`config.mk`:
```
export PLATFORM = sky130hd
export DESIGN_NAME = fix72_to_flt_flat
export DESIGN_NICKNAME = d
export VERILOG_FILES = /design/src/rtl/fix72_to_flt_pkg.sv /design/src/rtl/fix72_to_flt_if.sv /design/src/rtl/fix72_to_flt_lzc72.sv /design/src/rtl/fix72_to_flt.sv /design/src/flat_wrapper.sv
export SDC_FILE = /design/constraint.sdc
export NUM_CORES = 1
export LEC_CHECK = 0
export CAP_MARGIN = 40
export CORE_ASPECT_RATIO = 1.75
export CORE_MARGIN = 2
export CORE_UTILIZATION = 31
export CTS_BUF_LIST = sky130_fd_sc_hd__clkbuf_2
export CTS_CLUSTER_SIZE = 8
export DETAILED_ROUTE_END_ITERATION = 6
export PLACE_DENSITY = 0.52
export REMOVE_ABC_BUFFERS = 1
export SETUP_SLACK_MARGIN = 0.05
export SLEW_MARGIN = 20
export SYNTH_ARGS = -nofsm -noshare
export SYNTH_HDL_FRONTEND = slang
export SYNTH_SLANG_ARGS = --single-unit
```
`constraint.sdc`:
```
create_clock -name clk -period 9.3 [get_ports clk]
set_clock_uncertainty 0.1 [all_clocks]
set_input_delay 1.86 -clock clk [delete_from_list [all_inputs] [get_ports clk]]
set_output_delay 1.86 -clock clk [all_outputs]
set_load 0.005 [all_outputs]
```
`src/rtl/fix72_to_flt_pkg.sv`:
```
// Shared constants and the packed double layout used by the fixed<->float converters.
package fix72_to_flt_pkg;

  localparam int FLT_BIAS   = 1023;
  localparam int FLT_FRAC_W = 52;
  localparam int FLT_EXP_W  = 11;
  localparam int FIX_W      = 72;

  typedef struct packed {
    logic                  sign;
    logic [FLT_EXP_W-1:0]  exp;
    logic [FLT_FRAC_W-1:0] frac;
  } flt64_t;

endpackage

```
`src/rtl/fix72_to_flt_if.sv`:
```
// Valid/ready bundle between the fixed-point producer, the converter and the float consumer.
interface fix72_to_flt_if;
  import fix72_to_flt_pkg::*;

  logic             in_valid;
  logic             in_ready;
  logic [FIX_W-1:0] fx_in;
  logic             out_valid;
  logic             out_ready;
  logic [63:0]      flt_out;

  modport master (output in_valid, fx_in, out_ready,
                  input  in_ready, out_valid, flt_out);
  modport slave  (input  in_valid, fx_in, out_ready,
                  output in_ready, out_valid, flt_out);
endinterface

```
`src/rtl/fix72_to_flt_lzc72.sv`:
```
// Combinational 72-bit leading-zero counter with an all-zero flag.
module lzc72
  import fix72_to_flt_pkg::*;
(
  input  logic [FIX_W-1:0] d,
  output logic [6:0]       lzc,
  output logic             zero
);

  // Ascending scan so the highest set bit is the last one to win.
  always_comb begin
    lzc = 7'd0;
    for (int i = 0; i < FIX_W; i++)
      if (d[i]) lzc = 7'(FIX_W - 1 - i);
  end

  assign zero = ~|d;

endmodule

```
`src/rtl/fix72_to_flt.sv`:
```
// Signed 72-bit fixed point -> IEEE double, 3-stage valid/ready pipeline, RNE rounding.
module fix72_to_flt
  import fix72_to_flt_pkg::*;
#(
  parameter int FRAC_W = 52
) (
  input logic           clk,
  input logic           rst_n,
  fix72_to_flt_if.slave bus
);

  logic [3:1]       vld_pipe;
  logic             en;

  logic             s1_sign;
  logic [FIX_W-1:0] s1_mag;

  logic             s2_sign;
  logic             s2_zero;
  logic [FIX_W-1:0] s2_mag;
  logic [6:0]       s2_p;

  flt64_t           s3_res;

  logic [6:0]       lzc;
  logic             all_zero;

  logic [6:0]       sh_amt;
  logic [70:0]      sh;
  logic             guard, sticky, rnd;
  logic [52:0]      frac_r;
  logic [10:0]      exp_r;

  // Whole pipe moves as one; a bubble at the output lets it fill under backpressure.
  assign en            = !vld_pipe[3] || bus.out_ready;
  assign bus.in_ready  = en;
  assign bus.out_valid = vld_pipe[3];
  assign bus.flt_out   = s3_res;

  lzc72 u_lzc (.d(s1_mag), .lzc(lzc), .zero(all_zero));

  // Normalize so the leading one lands on bit 71 (dropped as the hidden bit), then round.
  always_comb begin
    sh_amt = 7'd71 - s2_p;
    sh     = 71'(s2_mag << sh_amt);
    guard  = sh[18];
    sticky = |sh[17:0];
    rnd    = guard && (sticky || sh[19]);
    frac_r = {1'b0, sh[70:19]} + {52'd0, rnd};
    exp_r  = 11'(s2_p) + 11'(FLT_BIAS - FRAC_W) + {10'd0, frac_r[52]};
  end

  // Valid shift register plus per-stage data, loaded only behind a valid token.
  always_ff @(posedge clk or negedge rst_n) begin
    if (!rst_n) begin
      vld_pipe <= '0;
      s1_sign  <= 1'b0;
      s1_mag   <= '0;
      s2_sign  <= 1'b0;
      s2_zero  <= 1'b0;
      s2_mag   <= '0;
      s2_p     <= '0;
      s3_res   <= '0;
    end else if (en) begin
      vld_pipe <= {vld_pipe[2:1], bus.in_valid};
      if (bus.in_valid) begin
        s1_sign <= bus.fx_in[FIX_W-1];
        // -2^71 negates to itself, which read unsigned is exactly 2^71.
        s1_mag  <= bus.fx_in[FIX_W-1] ? -bus.fx_in : bus.fx_in;
      end
      if (vld_pipe[1]) begin
        s2_sign <= s1_sign;
        s2_zero <= all_zero;
        s2_mag  <= s1_mag;
        s2_p    <= 7'd71 - lzc;
      end
      if (vld_pipe[2]) begin
        // Zero always packs as +0.0, never -0.0.
        if (s2_zero) s3_res <= '0;
        else         s3_res <= flt64_t'{sign: s2_sign, exp: exp_r, frac: frac_r[51:0]};
      end
    end
  end

endmodule

```
`src/flat_wrapper.sv`:
```
// flat-port wrapper written by rule: the top's interface ports become plain ports
module fix72_to_flt_flat import fix72_to_flt_pkg::*;
#(
  parameter int FRAC_W = 52
)
  (clk, rst_n, bus_in_valid, bus_fx_in, bus_out_ready, bus_in_ready, bus_out_valid, bus_flt_out);
  fix72_to_flt_if bus_i ();
  input logic clk;
  input logic rst_n;
  input wire logic [$bits(bus_i.in_valid)-1:0] bus_in_valid;
  input wire logic [$bits(bus_i.fx_in)-1:0] bus_fx_in;
  input wire logic [$bits(bus_i.out_ready)-1:0] bus_out_ready;
  output wire logic [$bits(bus_i.in_ready)-1:0] bus_in_ready;
  output wire logic [$bits(bus_i.out_valid)-1:0] bus_out_valid;
  output wire logic [$bits(bus_i.flt_out)-1:0] bus_flt_out;
  assign bus_i.in_valid = bus_in_valid;
  assign bus_i.fx_in = bus_fx_in;
  assign bus_i.out_ready = bus_out_ready;
  assign bus_in_ready = bus_i.in_ready;
  assign bus_out_valid = bus_i.out_valid;
  assign bus_flt_out = bus_i.flt_out;
  fix72_to_flt #(.FRAC_W(FRAC_W)) u_core (.clk(clk), .rst_n(rst_n), .bus(bus_i));
endmodule
```
# After elaboration in Yosys (flattened, before gate mapping)
# Cells that the tools add are included.
[classes] shift=1 reduce_logical=10 n_lt_le_gt_ge=0 div=0 bitwise_logic=0 mux=74 n_eq_ne=0 n_addsub=6 mul=0
[ops] op="2-to-1 mux 7 bit" n=72
[ops] op="2-to-1 mux 72 bit" n=1
[ops] op="negator 72 bit" n=1
[ops] op="OR reduction 72 bit" n=1
[ops] op="<< shifter 72 x 7 -> 71 bit" n=1
[ops] op="2-to-1 mux 64 bit" n=1
[ops] op="adder 52 x 1 -> 53 bit" n=1
[ops] op="OR reduction 18 bit" n=1
[ops] op="subtractor 7 bit (first input constant)" n=2
[ops] op="adder 11 x 1 -> 11 bit" n=1
[ops] op="adder 7 x 10 -> 11 bit (second input constant)" n=1
[ops] op="AND reduction 2 bit" n=3
[ops] op="zero test 1 bit" n=2
[ops] op="logical OR 1 bit" n=2
[ops] op="logical AND 1 bit" n=1
[word_totals] latch_bits=0 ramBits=0 mem_count=0 elab_cells=101 out_inout_bits=66 mem_bits_ro=0 reg_bits=221

# Logic depth before layout (Yosys ltp)
[depth] ltp_word=73 depth_mapped=29 depth_no_buf=20

# Cells and area by module
# A second synthesis with hierarchy kept.
[hier_totals] hier_cells=1788 hier_area_um2=17500.5
[by_module_without_submodules] module="fix72_to_flt" area_per_inst_um2=16609.7 seq_area_each_um2=5505.3 cells_per_inst=1629 instances=1
[by_module_without_submodules] module="lzc72" area_per_inst_um2=890.9 seq_area_each_um2=0.0 cells_per_inst=159 instances=1

# Worst setup path after synthesis
# Ideal clock, no wire load.
[synth_timing] kind="register -> register" startpoint="register u_core.s2_p[3]" endpoint="register u_core.s3_res (netlist bit u_core.bus.flt_out[58])" period_less_slack_ps=6406 path_buffers=9 t_required_ps=9067 arrival_time_ps=6173 stages_incl_launch_ff=30 setup_slack_ps=2894 cell_sequence="dfrtp_1 > inv_1 > buf_2 > buf_4 > buf_2 > clkbuf_1 > clkbuf_1 > ha_1 > buf_4 > inv_1 > clkbuf_1 > buf_2 > nand4_1 > o31ai_1 > a311o_1 > and2_1 > ha_1 > o21ai_0 > or4_1 > clkbuf_1 > nor4_4 > nand4_1 > nor4_1 > nand2_1 > ha_1 > ha_1 > o21a_1 > nor2_1 > xnor2_1 > o21ai_0"
[synth_between] elab_chain_cells=8 word_cells_on_any_way=9 classes_between="4 x add/sub; 1 x shift; 1 x mux; 3 x reduce/logical"
[synth_lines] element="start, declared" line="fix72_to_flt.sv:21" source="logic [6:0] s2_p;"
[synth_lines] element="start signal, assigned" line="fix72_to_flt.sv:75" source="s2_p <= 7'd71 - lzc;"
[synth_lines] element="subtractor 7 bit" line="fix72_to_flt.sv:44" source="sh_amt = 7'd71 - s2_p;"
[synth_lines] element="<< shifter 72 x 7 -> 71 bit" line="fix72_to_flt.sv:45" source="sh = 71'(s2_mag << sh_amt);"
[synth_lines] element="OR reduction 18 bit" line="fix72_to_flt.sv:47" source="sticky = |sh[17:0];"
[synth_lines] element="logical OR 1 bit" line="fix72_to_flt.sv:48" source="rnd = guard && (sticky || sh[19]);"
[synth_lines] element="logical AND 1 bit" line="fix72_to_flt.sv:48"
[synth_lines] element="adder 52 x 1 -> 53 bit" line="fix72_to_flt.sv:49" source="frac_r = {1'b0, sh[70:19]} + {52'd0, rnd};"
[synth_lines] element="adder 11 x 1 -> 11 bit *" line="fix72_to_flt.sv:50" source="exp_r = 11'(s2_p) + 11'(FLT_BIAS - FRAC_W) + {10'd0, frac_r[52]};"
[synth_lines] element="2-to-1 mux 64 bit *" line="fix72_to_flt.sv:79" source="if (s2_zero) s3_res <= '0;"
[synth_lines] element="end signal, assigned" line="fix72_to_flt.sv:80" source="else s3_res <= flt64_t'{sign: s2_sign, exp: exp_r, frac: frac_r[51:0]};"
[synth_lines] element="end, declared" line="fix72_to_flt.sv:23" source="flt64_t s3_res;"
# Mark *: on every way between the ends. The rest lies on a longest branch, timed or not.
# A chain may end at the register's enable or synchronous reset.

# Worst setup path after layout
[layout_timing] startpoint="register u_core.s2_p[3]" endpoint="register u_core.s3_res (netlist bit u_core.bus.flt_out[62])"
# The elaborated chain is that of the path after synthesis.

==> out/metrics.cfg <==
[synth]
ys_ff_latch=220
ys_async_sr_fraction_pct=100.0
synth_warnings=0
ys_types=90
syn_inst=1876
avgSynthCellArea_um2=9.517
synthesis.area_um2=17850
ys_seq_area_share_pct=30.83
synth_ff_type=dfrtp_1
synth-edff-count=0

[floorplanning]
die-area_um2=59610
rows=116
die-width_um=185.4
die_y_um=321.5
fp.coreArea_um2=57040
initial_core_util_pct=31.30
num_io_pins=142

[sta]
finalHoldViolCount=0
rsz0062_at_grt=no
tns_ns=0
final_max_slew_viol_count=0
finalSetupViolCount=0
period_share_pct=69.32
relSlewSlack_pct=37.16
max_freq_mhz=155.1
holdWs_ns=0.3886
worst_pin_slew_ns=0.9427
min_period_ns=6.447

[grt]
grt_max_degree=108
grtUsageTotal_pct=23.07
grt_pass1_wl_um=102800
antenna_found_initial=2
grt-ovfl-total=0
first_global_vias=16070

[layout]
fin_area_um2=20460
drive_gt1_share_pct=17.08
syn_to_final_growth_pct=14.60
nNetsFinal=2068
final-instance-count-excl-fill=2789

[clock_tree]
clockBufferDepth=3
clk-insertion-delay-late_ns=1.01
path_clk_slew_ns=0.15
cts_tree=built
cts_setup_buffers=0
cts_root_buf=clkbuf_2
cts_hold_buffers=0
ctsResizeCount=0
h-tree-depth=2
clock-sinks=220
cts_buffers=53

[pwr]
p_leak_uw=0.008107
power_uw=8293
powerDensity_nw_per_um2=405.3
max-vdd-ir-drop_uv=129.8

[routing]
via_count=15930
route.final.wire_length_um=68730
drc_errors=0
ant_nets=0
viasPerCell=5.710
drt_pass1_iterations=6
wire_per_inst_um=24.64
drt-initial-drc-count=878

[setup_path]
slowest_stage=or4_1
end_kind=register
cp_max_fo=38
cp.arrival_ns=7.24
r2r_slack_ns=2.85
criticalPathCategory=reg2reg
path_delay_family=simple AND/OR/NAND/NOR gates
path_cells=inv_2 > ha_1 > inv_1 > buf_4 > nand2_1 > a21oi_1 > a311o_1 > and2_1 > ha_1 > o21ai_0 > or4_1 > nor4_4 > nand4_1 > nor4_1 > nand2_1 > ha_1 > ha_1 > o21a_1 > nor2_1 > nor2_1 > o31ai_1
startpoint_type=register
cpMostUsedCell=ha_1
required_ns=10.10
max_stage_delay_ns=0.71
critPathBufInv=3

[min_path]
hp-class=reg2reg

[place]
dp.cells=2690
post-dp-hpwl_um=54050
placed_cell_area_um2=19820
portBuffers=141
globalplace.congestion=0.9936

[flow_run]
max-cap-violations=0

[run_status]
status=finished, final reports clean

## synthesized netlist by cell type, types with 33 or more instances
library cell	n	area (µm²)
dfrtp_1	220	5505
nand3_1	42	210.2
xnor2_1	39	341.6
mux4_2	74	1667
mux4_1	33	867.1
mux2_2	88	991.0
xor2_1	84	735.7
inv_1	35	131.4
nand2_1	271	1017
nor3_1	35	175.2
mux2i_1	56	560.5
o21ai_0	189	945.9
nor2_1	126	473.0
o31ai_1	37	277.8
clkbuf_1	71	266.5
a21oi_1	50	250.2
## tightest hold or removal path: stages (launching register included)
cell,delay [ns]
dfrtp_1,0.35
nand2_1,0.05
o31ai_1,0.05
## sequential cells by signal, summed over array words and instances (netlist names)
signal,cells
u_core.vld_pipe,3
u_core.bus.flt_out,64
u_core.s2_sign,1
u_core.s1_sign,1
u_core.s2_p,7
u_core.s2_zero,1
u_core.s2_mag,71
u_core.s1_mag,72
## power by group
group	switching, µW	internal [µW]	total [µW]
logic	3440	2340	5790
registers	529	1310	1840
clock network	418	252	670
total	4390	3900	8290
## worst paths after layout
kind | from | end | depth (start not counted)
max | u_core.s2_p[3] | u_core.bus.flt_out[62] | 21
min | u_core.bus.flt_out[38] | u_core.bus.flt_out[38] | 2
max reg2reg | u_core.s2_p[3] | u_core.bus.flt_out[62] | 21
min reg2reg | u_core.bus.flt_out[38] | u_core.bus.flt_out[38] | 2
max in group asynchronous | rst_n | u_core.s2_p[0] | 3
min in group asynchronous | rst_n | u_core.s2_mag[1] | 1
## metrics by stage
stage	utilization (%)	setup slack (ns)
after floorplan	-	0.2124
after detailed placement	34.75	2.895
after CTS	35.59	2.858
after global routing	35.87	2.493
after global placement	34.71	2.905
final	35.87	2.853
## layout make-up
type	count	area, µm²
fill	5854	36580
clock inverter	15	98.84
tap	767	959.7
timing repair buffer	182	1833
inverter	36	135.1
multi-input combinational	1491	11540
sequential	220	5513
antenna	2	5.005
clock buffer	76	380.4
## cell usage in the layout, fill, tap and decap left out, drive strengths merged, types with 12 or more instances in the layout
master         netlist  layout
a22oi               15      15
mux4               109     109
nor3                35      35
mux2i               56      56
mux2                88      88
o41ai               13      13
nand3               42      42
o21ai              196     196
a21oi               50      50
a22o                17      17
o31ai               38      38
a211oi              14      14
nand2b              19      19
nor4                34      34
clkdlybuf4s50        0     139
clkbuf              71      76
or3                 18      18
nor2               126     126
dfrtp              220     220
inv                 35      39
xor2                84      84
or2                 12      12
buf                 58      42
nand2              271     271
xnor2               39      39
nand4               15      15
nor2b               13      13
## layer usage
metal / GRT usage, % / vias to the layer above / share of wire (%)
met4: 18.43 / 2 / 8.7
met1: 23.97 / 7792 / 35
met2: 41.17 / 590 / 52
met5: 0 / - / 0.019
met3: 3.008 / 198 / 4.4
li1: - / 7343 / -
## cells by family after synthesis
kind of cell	Yosys count	synth area share [%]
DFF	220	30.83
buffers and inverters	165	4.681
and+or+nand+nor	636	17.21
AOI/OAI and AO/OA	471	17.52
adders and majority gates	8	0.5606
xor gates and xnor gates	123	6.034
muxes	253	23.16
(Power assumes the default switching activity.)
